<file path="src/rtl/regfile_writeback_arbiter_if.sv">
// Writeback, issue and scoreboard-query signals shared between the requesters,
// decode and the writeback arbiter. The register-file write port is included.
interface regfile_writeback_arbiter_if #(
    parameter int DATA_WIDTH     = 32,
    parameter int REG_ADDR_WIDTH = 5
);
    logic                      i_AluValid;
    logic [REG_ADDR_WIDTH-1:0] i_AluRd;
    logic [DATA_WIDTH-1:0]     i_AluData;
    logic                      o_AluReady;

    logic                      i_LoadValid;
    logic [REG_ADDR_WIDTH-1:0] i_LoadRd;
    logic [DATA_WIDTH-1:0]     i_LoadData;
    logic                      o_LoadReady;

    logic                      i_IssueValid;
    logic [REG_ADDR_WIDTH-1:0] i_IssueRd;
    logic [REG_ADDR_WIDTH-1:0] i_CheckRs1;
    logic [REG_ADDR_WIDTH-1:0] i_CheckRs2;
    logic                      o_Rs1Busy;
    logic                      o_Rs2Busy;
    logic                      i_Flush;

    logic                      o_WriteEnable;
    logic [REG_ADDR_WIDTH-1:0] o_RegDest;
    logic [DATA_WIDTH-1:0]     o_DataIn;

    // Arbiter side.
    modport slave (
        input  i_AluValid, i_AluRd, i_AluData,
        output o_AluReady,
        input  i_LoadValid, i_LoadRd, i_LoadData,
        output o_LoadReady,
        input  i_IssueValid, i_IssueRd, i_CheckRs1, i_CheckRs2, i_Flush,
        output o_Rs1Busy, o_Rs2Busy,
        output o_WriteEnable, o_RegDest, o_DataIn
    );

    // Requester / decode / register-file side.
    modport master (
        output i_AluValid, i_AluRd, i_AluData,
        input  o_AluReady,
        output i_LoadValid, i_LoadRd, i_LoadData,
        input  o_LoadReady,
        output i_IssueValid, i_IssueRd, i_CheckRs1, i_CheckRs2, i_Flush,
        input  o_Rs1Busy, o_Rs2Busy,
        input  o_WriteEnable, o_RegDest, o_DataIn
    );
endinterface

</file>
<file path="src/rtl/regfile_writeback_arbiter.sv">
// Round-robin arbiter between ALU and load writeback onto the single register-file
// write port, plus the busy-register scoreboard decode uses to stall.
module regfile_writeback_arbiter #(
    parameter int DATA_WIDTH     = 32,
    parameter int REG_ADDR_WIDTH = 5
) (
    input  logic                        i_Clock,
    input  logic                        i_Reset_n,
    regfile_writeback_arbiter_if.slave  bus
);
    localparam int NUM_REGS = 2 ** REG_ADDR_WIDTH;

    typedef enum logic {
        REQ_ALU  = 1'b0,
        REQ_LOAD = 1'b1
    } req_e;

    req_e                      last_grant_q, last_grant_d;
    logic [NUM_REGS-1:0]       busy_q, busy_d;
    logic                      write_en_q, write_en_d;
    logic [REG_ADDR_WIDTH-1:0] reg_dest_q, reg_dest_d;
    logic [DATA_WIDTH-1:0]     data_in_q, data_in_d;

    logic                      alu_grant;
    logic                      load_grant;
    logic [REG_ADDR_WIDTH-1:0] grant_rd;
    logic [DATA_WIDTH-1:0]     grant_data;

    // On contention the requester that did not win last time goes next.
    assign alu_grant  = bus.i_AluValid  && (!bus.i_LoadValid || last_grant_q == REQ_LOAD);
    assign load_grant = bus.i_LoadValid && (!bus.i_AluValid  || last_grant_q == REQ_ALU);

    assign bus.o_AluReady  = alu_grant;
    assign bus.o_LoadReady = load_grant;

    assign grant_rd   = load_grant ? bus.i_LoadRd   : bus.i_AluRd;
    assign grant_data = load_grant ? bus.i_LoadData : bus.i_AluData;

    // NOTE: every always_comb output gets a default first so no path infers a latch.
    always_comb begin
        last_grant_d = last_grant_q;
        write_en_d   = 1'b0;
        reg_dest_d   = reg_dest_q;
        data_in_d    = data_in_q;
        busy_d       = busy_q;

        if (alu_grant || load_grant) begin
            last_grant_d       = load_grant ? REQ_LOAD : REQ_ALU;
            write_en_d         = (grant_rd != '0);
            reg_dest_d         = grant_rd;
            data_in_d          = grant_data;
            busy_d[grant_rd]   = 1'b0;
        end

        // Issue after the clear so a new producer of the same register stays outstanding.
        if (bus.i_IssueValid)
            busy_d[bus.i_IssueRd] = 1'b1;

        busy_d[0] = 1'b0;

        if (bus.i_Flush)
            busy_d = '0;
    end

    // NOTE: sequential state uses non-blocking assignments so all registers update together.
    always_ff @(posedge i_Clock or negedge i_Reset_n) begin
        if (!i_Reset_n) begin
            last_grant_q <= REQ_LOAD;
            busy_q       <= '0;
            write_en_q   <= 1'b0;
            reg_dest_q   <= '0;
            data_in_q    <= '0;
        end else begin
            last_grant_q <= last_grant_d;
            busy_q       <= busy_d;
            write_en_q   <= write_en_d;
            reg_dest_q   <= reg_dest_d;
            data_in_q    <= data_in_d;
        end
    end

    assign bus.o_Rs1Busy     = busy_q[bus.i_CheckRs1];
    assign bus.o_Rs2Busy     = busy_q[bus.i_CheckRs2];
    assign bus.o_WriteEnable = write_en_q;
    assign bus.o_RegDest     = reg_dest_q;
    assign bus.o_DataIn      = data_in_q;
endmodule

</file>
<file path="src/flat_wrapper.sv">
// flat-port wrapper written by rule: the top's interface ports become plain ports
module regfile_writeback_arbiter_flat 
#(
    parameter int DATA_WIDTH     = 32,
    parameter int REG_ADDR_WIDTH = 5
)
  (i_Clock, i_Reset_n, bus_i_AluValid, bus_i_AluRd, bus_i_AluData, bus_o_AluReady, bus_i_LoadValid, bus_i_LoadRd, bus_i_LoadData, bus_o_LoadReady, bus_i_IssueValid, bus_i_IssueRd, bus_i_CheckRs1, bus_i_CheckRs2, bus_i_Flush, bus_o_Rs1Busy, bus_o_Rs2Busy, bus_o_WriteEnable, bus_o_RegDest, bus_o_DataIn);
  regfile_writeback_arbiter_if #(.DATA_WIDTH(DATA_WIDTH), .REG_ADDR_WIDTH(REG_ADDR_WIDTH)) bus_i ();
  input  logic i_Clock;
  input  logic i_Reset_n;
  input wire logic [$bits(bus_i.i_AluValid)-1:0] bus_i_AluValid;
  input wire logic [$bits(bus_i.i_AluRd)-1:0] bus_i_AluRd;
  input wire logic [$bits(bus_i.i_AluData)-1:0] bus_i_AluData;
  output wire logic [$bits(bus_i.o_AluReady)-1:0] bus_o_AluReady;
  input wire logic [$bits(bus_i.i_LoadValid)-1:0] bus_i_LoadValid;
  input wire logic [$bits(bus_i.i_LoadRd)-1:0] bus_i_LoadRd;
  input wire logic [$bits(bus_i.i_LoadData)-1:0] bus_i_LoadData;
  output wire logic [$bits(bus_i.o_LoadReady)-1:0] bus_o_LoadReady;
  input wire logic [$bits(bus_i.i_IssueValid)-1:0] bus_i_IssueValid;
  input wire logic [$bits(bus_i.i_IssueRd)-1:0] bus_i_IssueRd;
  input wire logic [$bits(bus_i.i_CheckRs1)-1:0] bus_i_CheckRs1;
  input wire logic [$bits(bus_i.i_CheckRs2)-1:0] bus_i_CheckRs2;
  input wire logic [$bits(bus_i.i_Flush)-1:0] bus_i_Flush;
  output wire logic [$bits(bus_i.o_Rs1Busy)-1:0] bus_o_Rs1Busy;
  output wire logic [$bits(bus_i.o_Rs2Busy)-1:0] bus_o_Rs2Busy;
  output wire logic [$bits(bus_i.o_WriteEnable)-1:0] bus_o_WriteEnable;
  output wire logic [$bits(bus_i.o_RegDest)-1:0] bus_o_RegDest;
  output wire logic [$bits(bus_i.o_DataIn)-1:0] bus_o_DataIn;
  assign bus_i.i_AluValid = bus_i_AluValid;
  assign bus_i.i_AluRd = bus_i_AluRd;
  assign bus_i.i_AluData = bus_i_AluData;
  assign bus_o_AluReady = bus_i.o_AluReady;
  assign bus_i.i_LoadValid = bus_i_LoadValid;
  assign bus_i.i_LoadRd = bus_i_LoadRd;
  assign bus_i.i_LoadData = bus_i_LoadData;
  assign bus_o_LoadReady = bus_i.o_LoadReady;
  assign bus_i.i_IssueValid = bus_i_IssueValid;
  assign bus_i.i_IssueRd = bus_i_IssueRd;
  assign bus_i.i_CheckRs1 = bus_i_CheckRs1;
  assign bus_i.i_CheckRs2 = bus_i_CheckRs2;
  assign bus_i.i_Flush = bus_i_Flush;
  assign bus_o_Rs1Busy = bus_i.o_Rs1Busy;
  assign bus_o_Rs2Busy = bus_i.o_Rs2Busy;
  assign bus_o_WriteEnable = bus_i.o_WriteEnable;
  assign bus_o_RegDest = bus_i.o_RegDest;
  assign bus_o_DataIn = bus_i.o_DataIn;
  regfile_writeback_arbiter #(.DATA_WIDTH(DATA_WIDTH), .REG_ADDR_WIDTH(REG_ADDR_WIDTH)) u_core (.i_Clock(i_Clock), .i_Reset_n(i_Reset_n), .bus(bus_i));
endmodule
</file>
<file path="config.mk">
export PLATFORM = sky130hd
export DESIGN_NAME = regfile_writeback_arbiter_flat
export DESIGN_NICKNAME = d
export VERILOG_FILES = /design/src/rtl/regfile_writeback_arbiter_if.sv /design/src/rtl/regfile_writeback_arbiter.sv /design/src/flat_wrapper.sv
export SDC_FILE = /design/constraint.sdc
export NUM_CORES = 1
export LEC_CHECK = 0
export BUFFER_PORTS_ARGS = -buffer_cell sky130_fd_sc_hd__buf_2
export CAP_MARGIN = 20
export CELL_PAD_IN_SITES_DETAIL_PLACEMENT = 0
export CELL_PAD_IN_SITES_GLOBAL_PLACEMENT = 1
export CORE_MARGIN = 2
export CORE_UTILIZATION = 42
export CTS_BUF_LIST = sky130_fd_sc_hd__clkbuf_8
export DETAILED_ROUTE_END_ITERATION = 12
export PLACE_DENSITY_LB_ADDON = 0.05
export SYNTH_ARGS = -nofsm -noshare
export SYNTH_HDL_FRONTEND = slang
export SYNTH_SLANG_ARGS = --single-unit
</file>
<file path="constraint.sdc">
create_clock -name i_Clock -period 2.4 [get_ports i_Clock]
set_input_delay 0.24 -clock i_Clock [delete_from_list [all_inputs] [get_ports i_Clock]]
set_output_delay 0.24 -clock i_Clock [all_outputs]
set_load 0.02 [all_outputs]
</file>
==> results.py, run 1 <==
metrics = {
    "yosys": {
        "synth_common_cells": "dfrtp_1, nand2_1, o21ai_0",
        "async_flop_share": 1.00,
        "syn_avg_cell_area_um2": 9.35,
        "synth.distinct_cells": 43,
        "synth_most_common_cell": "dfrtp_1",
        "netlist_top_cells_area": "dfrtp_1, mux2i_1, o21ai_0",
        "syn_area_um2": 4120,
        "ys.flop_type": "dfrtp_1",
        "synth_edf_count": 0,
        "synth_seq_cells": 70,
        "synth_top_cell_by_area": "dfrtp_1",
        "ys_warn_count": 0,
        "syn_inst": 441,
        "synth-seq-area-share": 0.425,
        "synth_top_cell_area_share": 0.419,
        "syn-num-nets": 536,
    },
    "grt": {
        "grt_max_degree": 68,
        "antenna_found_initial": 0,
        "grt-ovfl-total": 0,
        "grt_pass1_wl_mm": 18.3,
        "track_usage": 0.228,
        "grt_pass1_vias": 3570,
    },
    "placed_design": {
        "dp_hpwl_mm": 8.46,
        "port_buffers": 136,
        "place_ws_ps": 417,
        "place_congestion": 0.821,
        "place_inst": 684,
    },
    "pwr": {
        "p_total_mw": 3.16,
        "p_leak_nw": 2.44,
        "ir_drop_mv": 0.400,
        "powerDensity_nw_per_um2": 623,
    },
    "final_layout": {
        "finalNonFillerCells": 701,
        "nets": 658,
        "n_antenna_cell": 0,
        "finish.utilization": 0.527,
        "drive_gt1_frac": 0.303,
        "area_growth_pct": 23.2,
    },
    "worst_hold_path": {
        "min_path_type": "input pin to flop",
    },
    "setup_path": {
        "crit_family": "multiplexers",
        "cp-startpoint": "u_core.busy_q[17]$_DFF_PN0_",
        "crit_chain": "mux4_1 > mux2i_1 > nor3b_1 > or3_1 > buf_2",
        "crit_path_end": "bus_o_Rs1Busy",
        "r2r-end": "u_core.busy_q[17]$_DFF_PN0_",
        "path_depth": 5,
        "setup.worst_path.end_class": "output pin",
        "critPathMaxStageDelay_ps": 500,
        "r2r_cells": 6,
        "crit_path_top_delay_cell": "mux4_1",
        "cp-start-kind": "flop",
        "cp.arrival_ps": 2010,
        "criticalPathCategory": "flop to output pin",
        "cp_max_fo": 3,
        "r2r-start": "u_core.last_grant_q$_DFFE_PN1N_",
        "rrSetupSlack_ps": 540,
        "crit_buf_inv": 1,
        "crit_required_ps": 2160,
    },
    "clocking": {
        "clock_path_buffers": 2,
        "clock_sinks": 70,
        "ctsRootBufferMaster": "clkbuf_8",
        "cts_setup_buffers": 0,
        "cts.reportedPaths.clkPinSlew_ps": 80,
        "cts_buffers": 9,
        "clock_latency_ps": 350,
        "h-tree-depth": 3,
        "cts_tree": "built",
    },
    "sta": {
        "setup_viol": 0,
        "fin_crit_ps": 2250,
        "layout_setup_ws_ps": 150,
        "hold_viol": 0,
        "rsz0062_at_grt": "no",
        "skew_ps": 3.92,
        "drv_slew": 0,
        "worst_slew_pin_slew_ps": 708,
        "tns_ps": 0,
        "fmax_mhz": 445,
        "post-route-period-util": 0.937,
        "slew_headroom": 0.528,
    },
    "floorplan": {
        "die_h_um": 103,
        "start_util": 0.428,
        "core_um2": 9640,
        "ios": 137,
        "die_w_um": 103,
        "row_count": 36,
        "dieArea_um2": 10600,
    },
    "routing": {
        "post_drt_via_cell_ratio": 5.30,
        "dr.pass1.iters": 4,
        "ant_nets": 0,
        "wl_mm": 11.4,
        "wl_per_cell_um": 16.3,
        "first_iter_violations": 143,
        "routed-via-count": 3717,
        "post-route-drc-count": 0,
    },
    "job": {
        "drv_cap": 0,
    },
    "outcome": {
        "status": "finished clean",
    },
}
-- stage by stage --
step           cell area [µm²]  hold WS, ps
6_report                  5080         80.7
5_1_grt                   5080         82.4
4_1_cts                   5080         63.1
3_5_place_dp              4840          326
3_3_place_gp              4840          330
2_1_floorplan             4120        -55.6
-- what timing repair did --
action,4_1_cts,5_1_grt
hold endpoints to repair,28,0
gates resized for setup,0,0
hold buffers,1,0
-- area by class of cell --
cell class              count  area (µm²)
flip-flops and latches     70        1750
well taps                 133         166
multi-input cells         332        2160
inverters                   7        26.3
clock inverters             6        85.1
repair buffers            143         748
clock buffers              10         138
fillers                   950        4560
-- tightest hold or removal path, stage by stage --
cell and delay [ps]:
buf_2 70, nand2_1 30, o21ai_0 50
-- routing by layer --
metal	part of all wire	GRT usage
met5	0	0
met2	0.49	0.371
met4	0.018	0.0941
met1	0.42	0.293
met3	0.072	0.0549
-- placed cells by master, fill, tap and decap left out, types with 5 or more instances in the layout --
cell type / synthesis / final
mux2i_1: 53 / 53
a21oi_1: 33 / 33
mux4_1: 6 / 6
nor3_1: 8 / 8
nor2b_1: 14 / 14
o21ai_0: 58 / 58
nor3b_1: 5 / 5
dfrtp_1: 69 / 69
buf_2: 7 / 136
nor4b_1: 5 / 5
nand3_1: 9 / 9
nand2_1: 68 / 68
o21ai_1: 15 / 14
buf_4: 5 / 5
clkbuf_8: 0 / 10
inv_1: 5 / 5
nor2_1: 18 / 18
-- sequential cells by signal, summed over array words and instances (netlist names) --
name and cells:
u_core.bus.o_WriteEnable 1, u_core.busy_q 31, u_core.bus.o_DataIn 32, u_core.last_grant_q 1, u_core.bus.o_RegDest 5
-- power breakdown --
| group | switching (mW) | total, mW | internal (mW) |
|---|---|---|---|
| Clock | 0.460 | 1.07 | 0.609 |
| Combinational | 0.466 | 0.745 | 0.279 |
| Sequential | 0.0626 | 1.35 | 1.29 |
| Total | 0.988 | 3.16 | 2.18 |
-- worst min path at each step --
stage / start / endpoint / slack, ps / cells after the start
3_3_place_gp: i_Reset_n / u_core.bus.o_DataIn[19]$_DFFE_PN0N_ / 330 / 1
5_1_grt: bus_i_LoadData[13] / u_core.bus.o_DataIn[13]$_DFFE_PN0N_ / 80 / 3
4_1_cts: bus_i_LoadData[23] / u_core.bus.o_DataIn[23]$_DFFE_PN0N_ / 60 / 3
6_report: bus_i_LoadData[23] / u_core.bus.o_DataIn[23]$_DFFE_PN0N_ / 80 / 3
2_1_floorplan: i_Reset_n / u_core.bus.o_DataIn[0]$_DFFE_PN0N_ / -60 / 0
3_5_place_dp: i_Reset_n / u_core.bus.o_DataIn[20]$_DFFE_PN0N_ / 330 / 1
-- kinds of logic (layout without fill, tap and decap cells) --
kind of cell,Yosys count,count (layout),synth area share
buffers and inverters,39,166,0.0531
multiplexers,61,61,0.172
AO/OA/AOI/OAI,129,129,0.184
AND/OR/NAND/NOR,142,142,0.165
flip-flops,70,70,0.425
No activity file was read; power rests on OpenSTA's default activity.
==> run 2: changes to the inputs <==
Settings changed: GPL_TIMING_DRIVEN set to 0.
==> results.py, run 2 (synthesis results as in run 1) <==
metrics = {
    "floorplan": {
        "dieArea_um2": 10600,
        "start_util": 0.428,
        "die_w_um": 103,
        "die_h_um": 103,
        "ios": 137,
        "row_count": 36,
        "core_um2": 9640,
    },
    "setup_path": {
        "cp-startpoint": "u_core.busy_q[18]$_DFF_PN0_",
        "crit_chain": "mux4_1 > mux2i_1 > nor3b_1 > or3_1 > buf_2",
        "setup.worst_path.end_class": "output pin",
        "crit_path_top_delay_cell": "mux4_1",
        "criticalPathCategory": "flop to output pin",
        "cp_max_fo": 3,
        "critPathMaxStageDelay_ps": 510,
        "r2r-end": "u_core.busy_q[12]$_DFF_PN0_",
        "cp-start-kind": "flop",
        "crit_required_ps": 2160,
        "crit_buf_inv": 1,
        "crit_family": "multiplexers",
        "r2r_cells": 7,
        "rrSetupSlack_ps": 450,
        "cp.arrival_ps": 2040,
        "r2r-start": "u_core.last_grant_q$_DFFE_PN1N_",
    },
    "routing": {
        "dr.pass1.iters": 5,
        "routed-via-count": 3779,
        "wl_per_cell_um": 16.3,
        "ant_nets": 0,
        "post_drt_via_cell_ratio": 5.26,
        "wl_mm": 11.7,
        "post-route-drc-count": 0,
        "first_iter_violations": 191,
    },
    "clocking": {
        "clock_path_buffers": 2,
        "cts.reportedPaths.clkPinSlew_ps": 80,
        "h-tree-depth": 3,
        "ctsRootBufferMaster": "clkbuf_8",
        "cts_tree": "built",
        "cts_buffers": 9,
        "clock_sinks": 70,
        "cts_setup_buffers": 0,
        "clock_latency_ps": 340,
    },
    "sta": {
        "fin_crit_ps": 2280,
        "worst_slew_pin_slew_ps": 1080,
        "skew_ps": 11.1,
        "setup_viol": 0,
        "hold_viol": 0,
        "layout_setup_ws_ps": 116,
        "slew_headroom": 0.279,
        "post-route-period-util": 0.952,
        "tns_ps": 0,
        "drv_slew": 0,
        "rsz0062_at_grt": "no",
        "fmax_mhz": 438,
    },
    "job": {
        "drv_cap": 0,
    },
    "final_layout": {
        "nets": 675,
        "seq_area_um2": 1750,
        "n_antenna_cell": 0,
        "area_growth_pct": 25.0,
        "drive_gt1_frac": 0.296,
        "finalInstanceArea_um2": 5150,
        "largest_register_ffs": 32,
        "layout_common_cells": "buf_2, dfrtp_1, nand2_1, o21ai_0, mux2i_1",
        "multi_input_area_um2": 2150,
        "final_common_cell": "buf_2",
        "n_fill_cell": 942,
    },
    "grt": {
        "grt_max_degree": 43,
        "grt_pass1_vias": 3642,
        "track_usage": 0.230,
        "antenna_found_initial": 0,
        "grt_pass1_wl_mm": 18.7,
        "grt-ovfl-total": 0,
    },
    "worst_hold_path": {
        "hp-start": "bus_i_LoadData[13]",
        "hold_depth": 3,
        "min_path_type": "input pin to flop",
        "holdPathEnd": "u_core.bus.o_DataIn[13]$_DFFE_PN0N_",
    },
    "pwr": {
        "p_leak_nw": 2.47,
        "ir_drop_mv": 0.310,
        "powerDensity_nw_per_um2": 600,
        "p_total_mw": 3.09,
    },
    "placed_design": {
        "place_congestion": 0.867,
        "placed_cell_area_um2": 4940,
        "port_buffers": 126,
        "place_ws_ps": 417,
        "dp_hpwl_mm": 8.79,
    },
    "outcome": {
        "status": "finished clean",
    },
}
-- run 2: worst max-delay path by stage --
stage,endpoint,slack [ps],cells after the start
floorplan,bus_o_Rs1Busy,650,5
global placement,bus_o_Rs1Busy,430,6
detailed placement,bus_o_Rs1Busy,420,6
CTS,bus_o_Rs1Busy,90,5
global route,bus_o_Rs1Busy,40,5
finish,bus_o_Rs1Busy,120,5
-- run 2: layout make-up --
| type | count | share of cell area |
|---|---|---|
| repair buffers | 128 | 0.129 |
| multi-input cells | 332 | 0.417 |
| well taps | 133 | 0.0323 |
| clock inverters | 6 | 0.0121 |
| flip-flops and latches | 70 | 0.340 |
| clock buffers | 10 | 0.0267 |
| plain buffers | 32 | 0.0374 |
| inverters | 7 | 0.00510 |
-- run 2: what timing repair did --
item                                   CTS  global route
resized for setup                        0             0
hold buffers                             1             0
endpoints found under the hold margin   27             0
-- run 2: where the power goes --
| group | internal (mW) | switching, mW |
|---|---|---|
| Sequential | 1.29 | 0.0625 |
| Clock | 0.505 | 0.464 |
| Combinational | 0.295 | 0.477 |
| Total | 2.09 | 1.00 |
-- run 2: metrics by stage --
step / hold slack, ps / cells / util
after floorplan: -55.6 / 441 / -
after global placement: 440 / 700 / 0.510
after detailed placement: 191 / 701 / 0.513
after CTS: 84.1 / 718 / 0.534
after global routing: 107 / 718 / 0.534
final: 95.3 / 718 / 0.534
-- run 2: per-layer routing --
layer,GRT usage,up-vias,share of wire
met5,0,-,0
met4,0.0688,0,0.011
met3,0.0475,9,0.059
met2,0.394,125,0.49
met1,0.295,1777,0.44
li1,-,1868,-
-- run 2: worst reg2reg max path: stages (launching register included) --
cell and delay [ps]:
dfstp_2 570, a21bo_1 130, buf_6 130, inv_2 50, buf_6 130, a32oi_2 450, o21ai_0 200, a21oi_1 190
==> run 3: changes to the inputs <==
Settings changed: RECOVER_POWER set to 25.
==> results.py, run 3 (synthesis results as in run 1) <==
metrics = {
    "floorplan": {
        "core_um2": 9640,
        "row_count": 36,
        "ios": 137,
        "dieArea_um2": 10600,
        "die_w_um": 103,
        "die_h_um": 103,
        "start_util": 0.428,
    },
    "routing": {
        "wl_per_cell_um": 16.3,
        "dr.pass1.iters": 4,
        "routed-via-count": 3767,
        "post-route-drc-count": 0,
        "ant_nets": 0,
        "first_iter_violations": 186,
        "post_drt_via_cell_ratio": 5.25,
        "wl_mm": 11.7,
    },
    "grt": {
        "antenna_found_initial": 0,
        "grt-ovfl-total": 0,
        "grt_max_degree": 43,
        "grt_pass1_vias": 3642,
        "track_usage": 0.230,
        "grt_pass1_wl_mm": 18.7,
    },
    "job": {
        "drv_cap": 1,
    },
    "sta": {
        "skew_ps": 10.8,
        "tns_ps": 0,
        "fin_crit_ps": 2290,
        "worst_slew_pin_slew_ps": 1650,
        "setup_viol": 0,
        "fmax_mhz": 437,
        "drv_slew": 29,
        "rsz0062_at_grt": "no",
        "slew_headroom": -0.102,
        "holdWs_ps": 94.4,
        "hold_viol": 0,
        "post-route-period-util": 0.953,
    },
    "worst_hold_path": {
        "min_path_type": "input pin to flop",
    },
    "final_layout": {
        "nets": 675,
        "largest_register_ffs": 32,
        "finish.utilization": 0.534,
        "layout_common_cells": "buf_2, dfrtp_1, nand2_1, o21ai_0, mux2i_1",
        "area_growth_pct": 24.9,
        "n_antenna_cell": 0,
        "n_fill_cell": 944,
        "drive_gt1_frac": 0.292,
        "final_common_cell": "buf_2",
    },
    "setup_path": {
        "setup.worst_path.end_class": "output pin",
        "rrSetupSlack_ps": 430,
        "r2r_cells": 7,
        "cp-start-kind": "flop",
        "r2r-start": "u_core.last_grant_q$_DFFE_PN1N_",
        "criticalPathCategory": "flop to output pin",
        "crit_path_end": "bus_o_Rs1Busy",
        "r2r-end": "u_core.busy_q[12]$_DFF_PN0_",
        "cp.arrival_ps": 2050,
        "cp_max_fo": 3,
        "crit_required_ps": 2160,
        "cp-startpoint": "u_core.busy_q[17]$_DFF_PN0_",
    },
    "clocking": {
        "clock_latency_ps": 340,
        "ctsRootBufferMaster": "clkbuf_8",
        "cts_tree": "built",
        "cts_buffers": 9,
        "clock_path_buffers": 2,
        "h-tree-depth": 3,
        "cts.reportedPaths.clkPinSlew_ps": 80,
        "clock_sinks": 70,
        "cts_setup_buffers": 0,
    },
    "pwr": {
        "p_leak_nw": 2.47,
        "ir_drop_mv": 0.310,
        "powerDensity_nw_per_um2": 600,
    },
    "placed_design": {
        "place_congestion": 0.867,
        "port_buffers": 126,
        "dp_hpwl_mm": 8.79,
    },
    "outcome": {
        "status": "complete, but fails checks",
        "violations": "max-capacitance violations, max-slew violations",
    },
}
## run 3: cell types whose count changed in the layout (fill, tap and decap cells not counted)
cell / change
dfstp_2: -1
clkbuf_1: +1
dfstp_1: +1
buf_4: -1
## run 3: through the flow
stage	total power, mW	setup slack (ps)	instances	cell area [µm²]
global route	3.26	41.4	718	5150
global placement	2.14	431	700	4920
finish	3.09	113	718	5150
CTS	3.13	88.3	718	5150
floorplan	1.83	647	441	4120
detailed placement	2.15	417	701	4940
## run 3: repair_timing
action	CTS	global route
gates resized for setup	0	0
endpoints found under the setup margin	0	0
hold endpoints to repair	27	0
hold buffers	1	0
## run 3: worst min-delay path by stage
stage                       start                                   to  cells after the start
4_1_cts        bus_i_LoadData[13]  u_core.bus.o_DataIn[13]$_DFFE_PN0N_                      3
5_1_grt        bus_i_LoadData[12]  u_core.bus.o_DataIn[12]$_DFFE_PN0N_                      3
2_1_floorplan           i_Reset_n   u_core.bus.o_DataIn[0]$_DFFE_PN0N_                      0
3_3_place_gp    bus_i_LoadData[3]   u_core.bus.o_DataIn[3]$_DFFE_PN0N_                      3
3_5_place_dp            i_Reset_n  u_core.bus.o_DataIn[21]$_DFFE_PN0N_                      1
6_report       bus_i_LoadData[13]  u_core.bus.o_DataIn[13]$_DFFE_PN0N_                      3
## run 3: area by class of cell
class / count / area [µm²] / area share
Multi-Input combinational cell: 332 / 2150 / 0.418
Sequential cell: 70 / 1750 / 0.341
Timing Repair Buffer: 128 / 659 / 0.128
Buffer: 32 / 193 / 0.0374
Tap cell: 133 / 166 / 0.0323
Clock buffer: 10 / 138 / 0.0267
Clock inverter: 6 / 62.6 / 0.0122
Inverter: 7 / 26.3 / 0.00510
## run 3: where the power goes
group	leakage (nW)	switching (mW)	internal, mW
registers	0.897	0.0628	1.29
clock network	0.0997	0.462	0.505
logic	1.47	0.476	0.294
## run 3: critical path, stage by stage (launching register included)
cell and delay (ps):
dfrtp_1 390, mux4_1 520, mux2i_1 210, nor3b_1 70, or3_1 360, buf_2 160
## run 3: per-layer routing
metal / vias to the layer above / GRT usage / wire length (µm)
met5: - / 0 / 0
met4: 0 / 0.0688 / 133
met3: 9 / 0.0475 / 698
met2: 123 / 0.394 / 5700
met1: 1769 / 0.295 / 5200
li1: 1866 / - / -
